### src/rtl/seg7_scan_display.sv
// Multiplexed hex seven-segment scanner: a prescaler paces a digit index,
// new values are double-buffered and swapped only at frame boundaries.
// Ports: clk, rst_n (sync, active-low), enable, load, value_in, dp_in,
//        lz_blank in; seg {g..a}, dp, digit_en (one-hot), pending out.
module seg7_scan_display #(
  parameter int NUM_DIGITS     = 4,
  parameter int PRESCALE       = 1024,
  parameter int SEG_ACTIVE_LOW = 0
) (
  input  logic                    clk,
  input  logic                    rst_n,
  input  logic                    enable,
  input  logic                    load,
  input  logic [4*NUM_DIGITS-1:0] value_in,
  input  logic [NUM_DIGITS-1:0]   dp_in,
  input  logic                    lz_blank,
  output logic [6:0]              seg,
  output logic                    dp,
  output logic [NUM_DIGITS-1:0]   digit_en,
  output logic                    pending
);

  localparam int PW = (PRESCALE > 1) ? $clog2(PRESCALE) : 1;
  localparam int IW = (NUM_DIGITS > 1) ? $clog2(NUM_DIGITS) : 1;
  localparam int VW = 4 * NUM_DIGITS;

  localparam logic [PW-1:0] PRESC_MAX = PW'(PRESCALE - 1);
  localparam logic [IW-1:0] LAST_IDX  = IW'(NUM_DIGITS - 1);
  localparam logic          INV       = (SEG_ACTIVE_LOW != 0);

  logic [PW-1:0]         presc_q, presc_d;
  logic [IW-1:0]         idx_q, idx_d;
  logic [VW-1:0]         shadow_q, shadow_d;
  logic [NUM_DIGITS-1:0] shdp_q, shdp_d;
  logic [VW-1:0]         disp_q, disp_d;
  logic [NUM_DIGITS-1:0] dispdp_q, dispdp_d;
  logic                  pending_q, pending_d;

  logic [6:0]            seg_q, seg_d;
  logic                  dp_q, dp_d;
  logic [NUM_DIGITS-1:0] en_q, en_d;

  logic tick;
  logic boundary;

  assign tick     = enable && (presc_q == PRESC_MAX);
  assign boundary = tick && (idx_q == LAST_IDX);

  // Scan timing
  always_comb begin
    presc_d = presc_q;
    idx_d   = idx_q;
    if (enable) begin
      if (tick) begin
        presc_d = '0;
        if (idx_q == LAST_IDX) idx_d = '0;
        else                   idx_d = idx_q + IW'(1);
      end else begin
        presc_d = presc_q + PW'(1);
      end
    end
  end

  // Double buffer: a load on the boundary itself
  // bypasses the shadow and leaves nothing pending.
  always_comb begin
    shadow_d  = shadow_q;
    shdp_d    = shdp_q;
    disp_d    = disp_q;
    dispdp_d  = dispdp_q;
    pending_d = pending_q;
    if (load) begin
      shadow_d = value_in;
      shdp_d   = dp_in;
    end
    if (boundary) begin
      pending_d = 1'b0;
      if (load) begin
        disp_d   = value_in;
        dispdp_d = dp_in;
      end else if (pending_q) begin
        disp_d   = shadow_q;
        dispdp_d = shdp_q;
      end
    end else if (load) begin
      pending_d = 1'b1;
    end
  end

  // hi_nz[k]: nibble k or any higher nibble is nonzero
  logic [NUM_DIGITS-1:0] hi_nz;
  always_comb begin
    hi_nz = '0;
    hi_nz[NUM_DIGITS-1] = |disp_q[VW-1 -: 4];
    for (int k = NUM_DIGITS - 2; k >= 0; k--) begin
      hi_nz[k] = hi_nz[k+1] | (|disp_q[4*k +: 4]);
    end
  end

  logic [3:0] nib;
  logic       dp_sel;
  logic       blank;
  always_comb begin
    nib    = '0;
    dp_sel = 1'b0;
    blank  = 1'b0;
    en_d   = '0;
    for (int k = 0; k < NUM_DIGITS; k++) begin
      if (idx_q == IW'(k)) begin
        nib     = disp_q[4*k +: 4];
        dp_sel  = dispdp_q[k];
        blank   = lz_blank && (k != 0) && !hi_nz[k];
        en_d[k] = 1'b1;
      end
    end
    if (!enable) en_d = '0;
  end

  logic [6:0] hex;
  always_comb begin
    hex = 7'h00;
    unique case (nib)
      4'h0: hex = 7'h3F;
      4'h1: hex = 7'h06;
      4'h2: hex = 7'h5B;
      4'h3: hex = 7'h4F;
      4'h4: hex = 7'h66;
      4'h5: hex = 7'h6D;
      4'h6: hex = 7'h7D;
      4'h7: hex = 7'h07;
      4'h8: hex = 7'h7F;
      4'h9: hex = 7'h6F;
      4'hA: hex = 7'h77;
      4'hB: hex = 7'h7C;
      4'hC: hex = 7'h39;
      4'hD: hex = 7'h5E;
      4'hE: hex = 7'h79;
      4'hF: hex = 7'h71;
    endcase
  end

  always_comb begin
    seg_d = '0;
    dp_d  = 1'b0;
    if (enable) begin
      seg_d = blank ? 7'h00 : hex;
      dp_d  = dp_sel;
    end
  end

  always_ff @(posedge clk) begin
    if (!rst_n) begin
      presc_q   <= '0;
      idx_q     <= '0;
      shadow_q  <= '0;
      shdp_q    <= '0;
      disp_q    <= '0;
      dispdp_q  <= '0;
      pending_q <= 1'b0;
      seg_q     <= '0;
      dp_q      <= 1'b0;
      en_q      <= '0;
    end else begin
      presc_q   <= presc_d;
      idx_q     <= idx_d;
      shadow_q  <= shadow_d;
      shdp_q    <= shdp_d;
      disp_q    <= disp_d;
      dispdp_q  <= dispdp_d;
      pending_q <= pending_d;
      seg_q     <= seg_d;
      dp_q      <= dp_d;
      en_q      <= en_d;
    end
  end

  // Internal registers are active-high; polarity applies only at the pins.
  assign seg      = seg_q ^ {7{INV}};
  assign dp       = dp_q ^ INV;
  assign digit_en = en_q ^ {NUM_DIGITS{INV}};
  assign pending  = pending_q;

endmodule
### config.mk
export PLATFORM = sky130hd
export DESIGN_NAME = seg7_scan_display
export DESIGN_NICKNAME = d
export VERILOG_FILES = /design/src/rtl/seg7_scan_display.sv
export SDC_FILE = /design/constraint.sdc
export NUM_CORES = 1
export LEC_CHECK = 0
export ABC_AREA = 0
export BUFFER_PORTS_ARGS = -buffer_cell sky130_fd_sc_hd__buf_2
export CAP_MARGIN = 20
export CELL_PAD_IN_SITES_DETAIL_PLACEMENT = 1
export CELL_PAD_IN_SITES_GLOBAL_PLACEMENT = 1
export CORE_MARGIN = 8
export CORE_UTILIZATION = 46
export CTS_BUF_LIST = sky130_fd_sc_hd__clkbuf_4
export DETAILED_ROUTE_END_ITERATION = 6
export PLACE_DENSITY = 0.81
export SLEW_MARGIN = 20
export SYNTH_ARGS = -nofsm -noshare
export SYNTH_HDL_FRONTEND = slang
export SYNTH_SLANG_ARGS = --single-unit
### constraint.sdc
create_clock -name clk -period 3.1 [get_ports clk]
set_clock_uncertainty 0.2 [all_clocks]
set_input_delay 0.155 -clock clk [delete_from_list [all_inputs] [get_ports clk]]
set_output_delay 0.155 -clock clk [all_outputs]
set_load 0.005 [all_outputs]
# Word-level counts from Yosys, hierarchy flattened
# Memories as Yosys holds them, arrays and structs flattened. A register that Yosys moved wholly into a read port is not among the register bits.
# Cells that the tools add are included.
dict set report totals {
  register_bits 58
  latchBits 0
  mem_bits_rw 0
  mem_bits_ro 112
  in_bits 25
  output_inout_bits 13
  word_cells 59
  n_memories 1
}
# memory words width rd rd_clocked_by_memory_dff write_ports line_no
set memory_table {}
lappend memory_table {{(no name shown)} 16 7 1 1 0 122} ;# unique case (nib)
dict set report op_classes {
  n_addsub 2
  mul 0
  div 0
  n_lt_le_gt_ge 0
  eq_ne 4
  n_shift 0
  n_mux 21
  n_bitwise 4
  n_reduce_logical 18
}
# op n
set op_table {}
lappend op_table {{$mux W16} 2}
lappend op_table {{$mux W4} 6}
lappend op_table {{$reduce_or A4 Y1} 3}
lappend op_table {{$mux W1} 11}
lappend op_table {{$add A10 B1 Y10 const B} 1}
lappend op_table {{$eq A10 B10 Y1 const B} 1}
lappend op_table {{$mux W10} 1}
lappend op_table {{$reduce_and A2 Y1} 3}
lappend op_table {{$logic_and A1 B1 Y1} 5}
lappend op_table {{$eq A2 B2 Y1 const B} 2}
lappend op_table {{$logic_not A1 Y1} 3}
lappend op_table {{$reduce_or A3 Y1} 1}
lappend op_table {{$add A2 B1 Y2 const B} 1}
lappend op_table {{$eq A2 B1 Y1 const B} 1}
lappend op_table {{$logic_not A2 Y1} 1}
lappend op_table {{$mux W2} 1}
lappend op_table {{$not A1 Y1} 2}
lappend op_table {{$or A1 B1 Y1} 2}
lappend op_table {{$reduce_bool A2 Y1} 1}
lappend op_table {{$reduce_or A2 Y1} 1}

# Depth between registers and ports, before layout
dict set report depth {
  depth_word 9
  mapped_depth 11
  depth_no_buf 10
}

# Least setup slack after synthesis
# No wires, ideal clock.
dict set report synth_timing {
  path_type {flip-flop to flip-flop}
  from {reg idx_q[1]}
  to {reg seg_q[0] (netlist: seg[0])}
  setup_ps 72
  t_arrival_ps 2052
  required_ps 2828
  path_slack_ps 776
  stages_incl_launch_ff 11
  n_path_buf 1
  period_less_slack_ps 2324
  cell_sequence {dfxtp_1 > inv_1 > ha_1 > buf_6 > nor2b_1 > a221o_1 > a22o_1 > clkinv_1 > ha_1 > or3_1 > a21oi_1}
}
dict set report synth_via {
  elab_chain_len 5
  elab_cells_between_ends 12
}
# element line_no
set synth_rtl {}
lappend synth_rtl {{start, declared} 32} ;# logic [IW-1:0] idx_q, idx_d;
lappend synth_rtl {{start signal, assigned} 165} ;# idx_q <= idx_d;
lappend synth_rtl {{$eq A2 B1 Y1 or $logic_not A2 Y1 (tied branches)} 109} ;# if (idx_q == IW'(k)) begin
lappend synth_rtl {{$mux W1 or $mux W4 (tied branches) (3 in a row)} 109}
lappend synth_rtl {{$reduce_or A3 Y1 (no source line) or $mux W4 (tied branches)} -}
lappend synth_rtl {{end, declared} 39} ;# logic [6:0] seg_q, seg_d;
# Parallel ways exist; a longest one is shown, timed or not.
# A chain may end at the register's enable or synchronous reset.

# Final worst setup path
dict set report layout_timing {
  from {reg idx_q[0]}
  to {reg seg_q[0] (netlist: seg[0])}
}
# The elaborated chain is that of the path after synthesis.

==> metrics <==
critical path peak fanout 5; Post-synth EDFFs 0; layout cell share with drive strength beyond 1 0.181; via count 2,562; All-Layer GR Usage 0.186; Ys Warns 0; CP endpoint kind flop; global route overflow 0; Pins Over Slew Limit 0; status completed; fillers 730; most frequent cells in the layout dfxtp_1, nand3_1, buf_2; per-cell routed wire length 16.7 um; Initial Util 0.472; H-tree depth 3; minimum clock period ~2.7 ns; row count 29; clock sinks 65; clock-pin transition on the worst setup and hold timing paths 0.12 ns; core area 6280 um2; register area share after synthesis 0.439; post-cts sizing count 0; min-delay worst type input port to flop; Max clock buf depth 2; Lkg Pwr between 1.5 and 2 nW; Area Growth Syn to Fin 25.5%; Worst VDD drop 322 uV; post-route antenna net violation count 0; DRC 0; I/O pins 38; worst slew pin tran 0.693 ns; commonest non-fill, non-tap cell in the layout dfxtp_1; area of the multi-input gates 1510 um2; final worst setup slack 0.401 ns; clk root buf clkbuf_4; Final Hold Viols 0; first-pass GRT wire length between 10,000 and 15,000 um; PwrDens 486 nW/um2; critical path arrival about 2.8 ns; # setup viols final 0; Tcrit/Tclk final 0.871; die footprint 9270 um2; vias in the first global route 2,777; post-DP HPWL between 4000 and 5000 um; antenna violations before repair 0; Primary FF master, synth dfxtp_1; synthesis-stage register bit count 65; Diodes inserted 0; sequential cell area 1300 um2; worst skew pair latency 0.42 ns; die width 96.3 um; setup_tns 0 ns; headroom to the max-slew limit 0.537; Worst Path Required 3.24 ns; Total Wirelength 7750 um; via-per-instance ratio 5.52; CP Class flop to flop; Die Ht 96.3 um; pre-CTS setup slack 0.452 ns; NumNets Final about 420; largest net degree at the start of global routing 37; synthesized area 2960 um2; dpl cells 413; TritonCTS clock tree done; Peak Freq 371 MHz; cts bufs inserted 9; Async SR Flop Fraction 0; Non-Filler Instances between 400 and 500; Distinct cells, synth 48; Synth Instances 317; Avg Inst Size Synth 9.35 um2; unrepaired setup endpoints after global routing false; max_cap viols 0; GP Congestion 0.798; number of port buffers 37; initial drt markers 123; Pre-Repair DR Iteration Count 4; CP Launch Type flop; syn nets 354
per-stage QoR:
step | instance area, um2 | hold slack [ns] | total power [mW] | utilization
floorplan | 2960 | 0.111 | 0.938 | -
detailed placement | 3160 | 0.256 | 0.974 | 0.503
finish | 3720 | 0.198 | 1.81 | 0.593
global placement | 3160 | 0.243 | 0.969 | 0.503
CTS | 3720 | 0.179 | 1.82 | 0.593
global route | 3720 | 0.164 | 1.88 | 0.593
state kept, by name (all words and copies together), names as in the netlist:
signal,flops
shadow_q,16
shdp_q,4
pending,1
dispdp_q,4
presc_q,10
disp_q,16
seg,7
digit_en,4
idx_q,2
dp,1
cell usage after synthesis (4+ instances only):
cell type  count  area, um2
ha_1          12        150
clkbuf_1       9       33.8
and3_1        10       62.6
nand3_1       47        235
nand3b_1       5       37.5
a221oi_1       4       35.0
xor2_1         4       35.0
nand2_1       34        128
dfxtp_1       65       1300
o21ai_0        8       40.0
nor3_1         4       20.0
a21oi_1        6       30.0
buf_2          8       40.0
mux2i_1       22        220
nor2_1        10       37.5
nor2b_1       22        138
inv_1          5       18.8
report_power, final:
part           switching [mW]  leakage, nW  total (mW)  internal [mW]
combinational          0.0561         1.05       0.127         0.0708
sequential            0.00850        0.530       0.867          0.858
clock                   0.328       0.0984       0.817          0.489
total                   0.393         1.68        1.81           1.42
cell families (layout without fill, tap and decap cells):
family,Yosys count,count (layout),share of synthesized area
compound gates,34,34,0.0941
xor+xnor,7,7,0.0207
fa+ha+maj,12,12,0.0507
buf+inv,30,100,0.0502
flops,65,65,0.439
mux,22,22,0.0743
simple gates,147,147,0.271
critical path, cell delays in order (launching register included):
cell,delay (ns)
dfxtp_1,0.38
inv_1,0.11
ha_1,0.30
nor2b_1,0.24
a221o_1,0.18
a22o_1,0.22
clkinv_1,0.19
ha_1,0.28
or3_1,0.37
a21oi_1,0.14
repair_timing:
| action | CTS | global route |
|---|---|---|
| endpoints found under the setup margin | 0 | 0 |
| hold buffers | 35 | 0 |
| hold endpoints to repair | 47 | 0 |
| buffers inserted | 0 | 0 |
path summary, 6_finish.rpt:
check	startpoint	to	slack, ns	depth (start not counted)
worst max-delay path	idx_q[0]	seg[0]	0.40	9
worst min-delay path	load	pending	0.20	4
worst max register to register	idx_q[0]	seg[0]	0.40	9
worst min register to register	dispdp_q[2]	dispdp_q[2]	0.27	2
routing by layer:
layer / track usage / vias up / share of wire
li1: - / 1249 / -
met1: 0.210 / 1249 / 0.45
met2: 0.318 / 49 / 0.49
met3: 0.0468 / 15 / 0.042
met4: 0.0922 / 0 / 0.023
met5: 0 / - / 0
area by class of cell:
class | count | area share
clock buffers | 9 | 0.0182
clock inverters | 7 | 0.0383
inverters | 7 | 0.00706
multi-input cells | 222 | 0.407
flip-flops and latches | 65 | 0.350
well taps | 77 | 0.0259
repair buffers | 77 | 0.154
No activity file was read; power rests on OpenSTA's default activity.
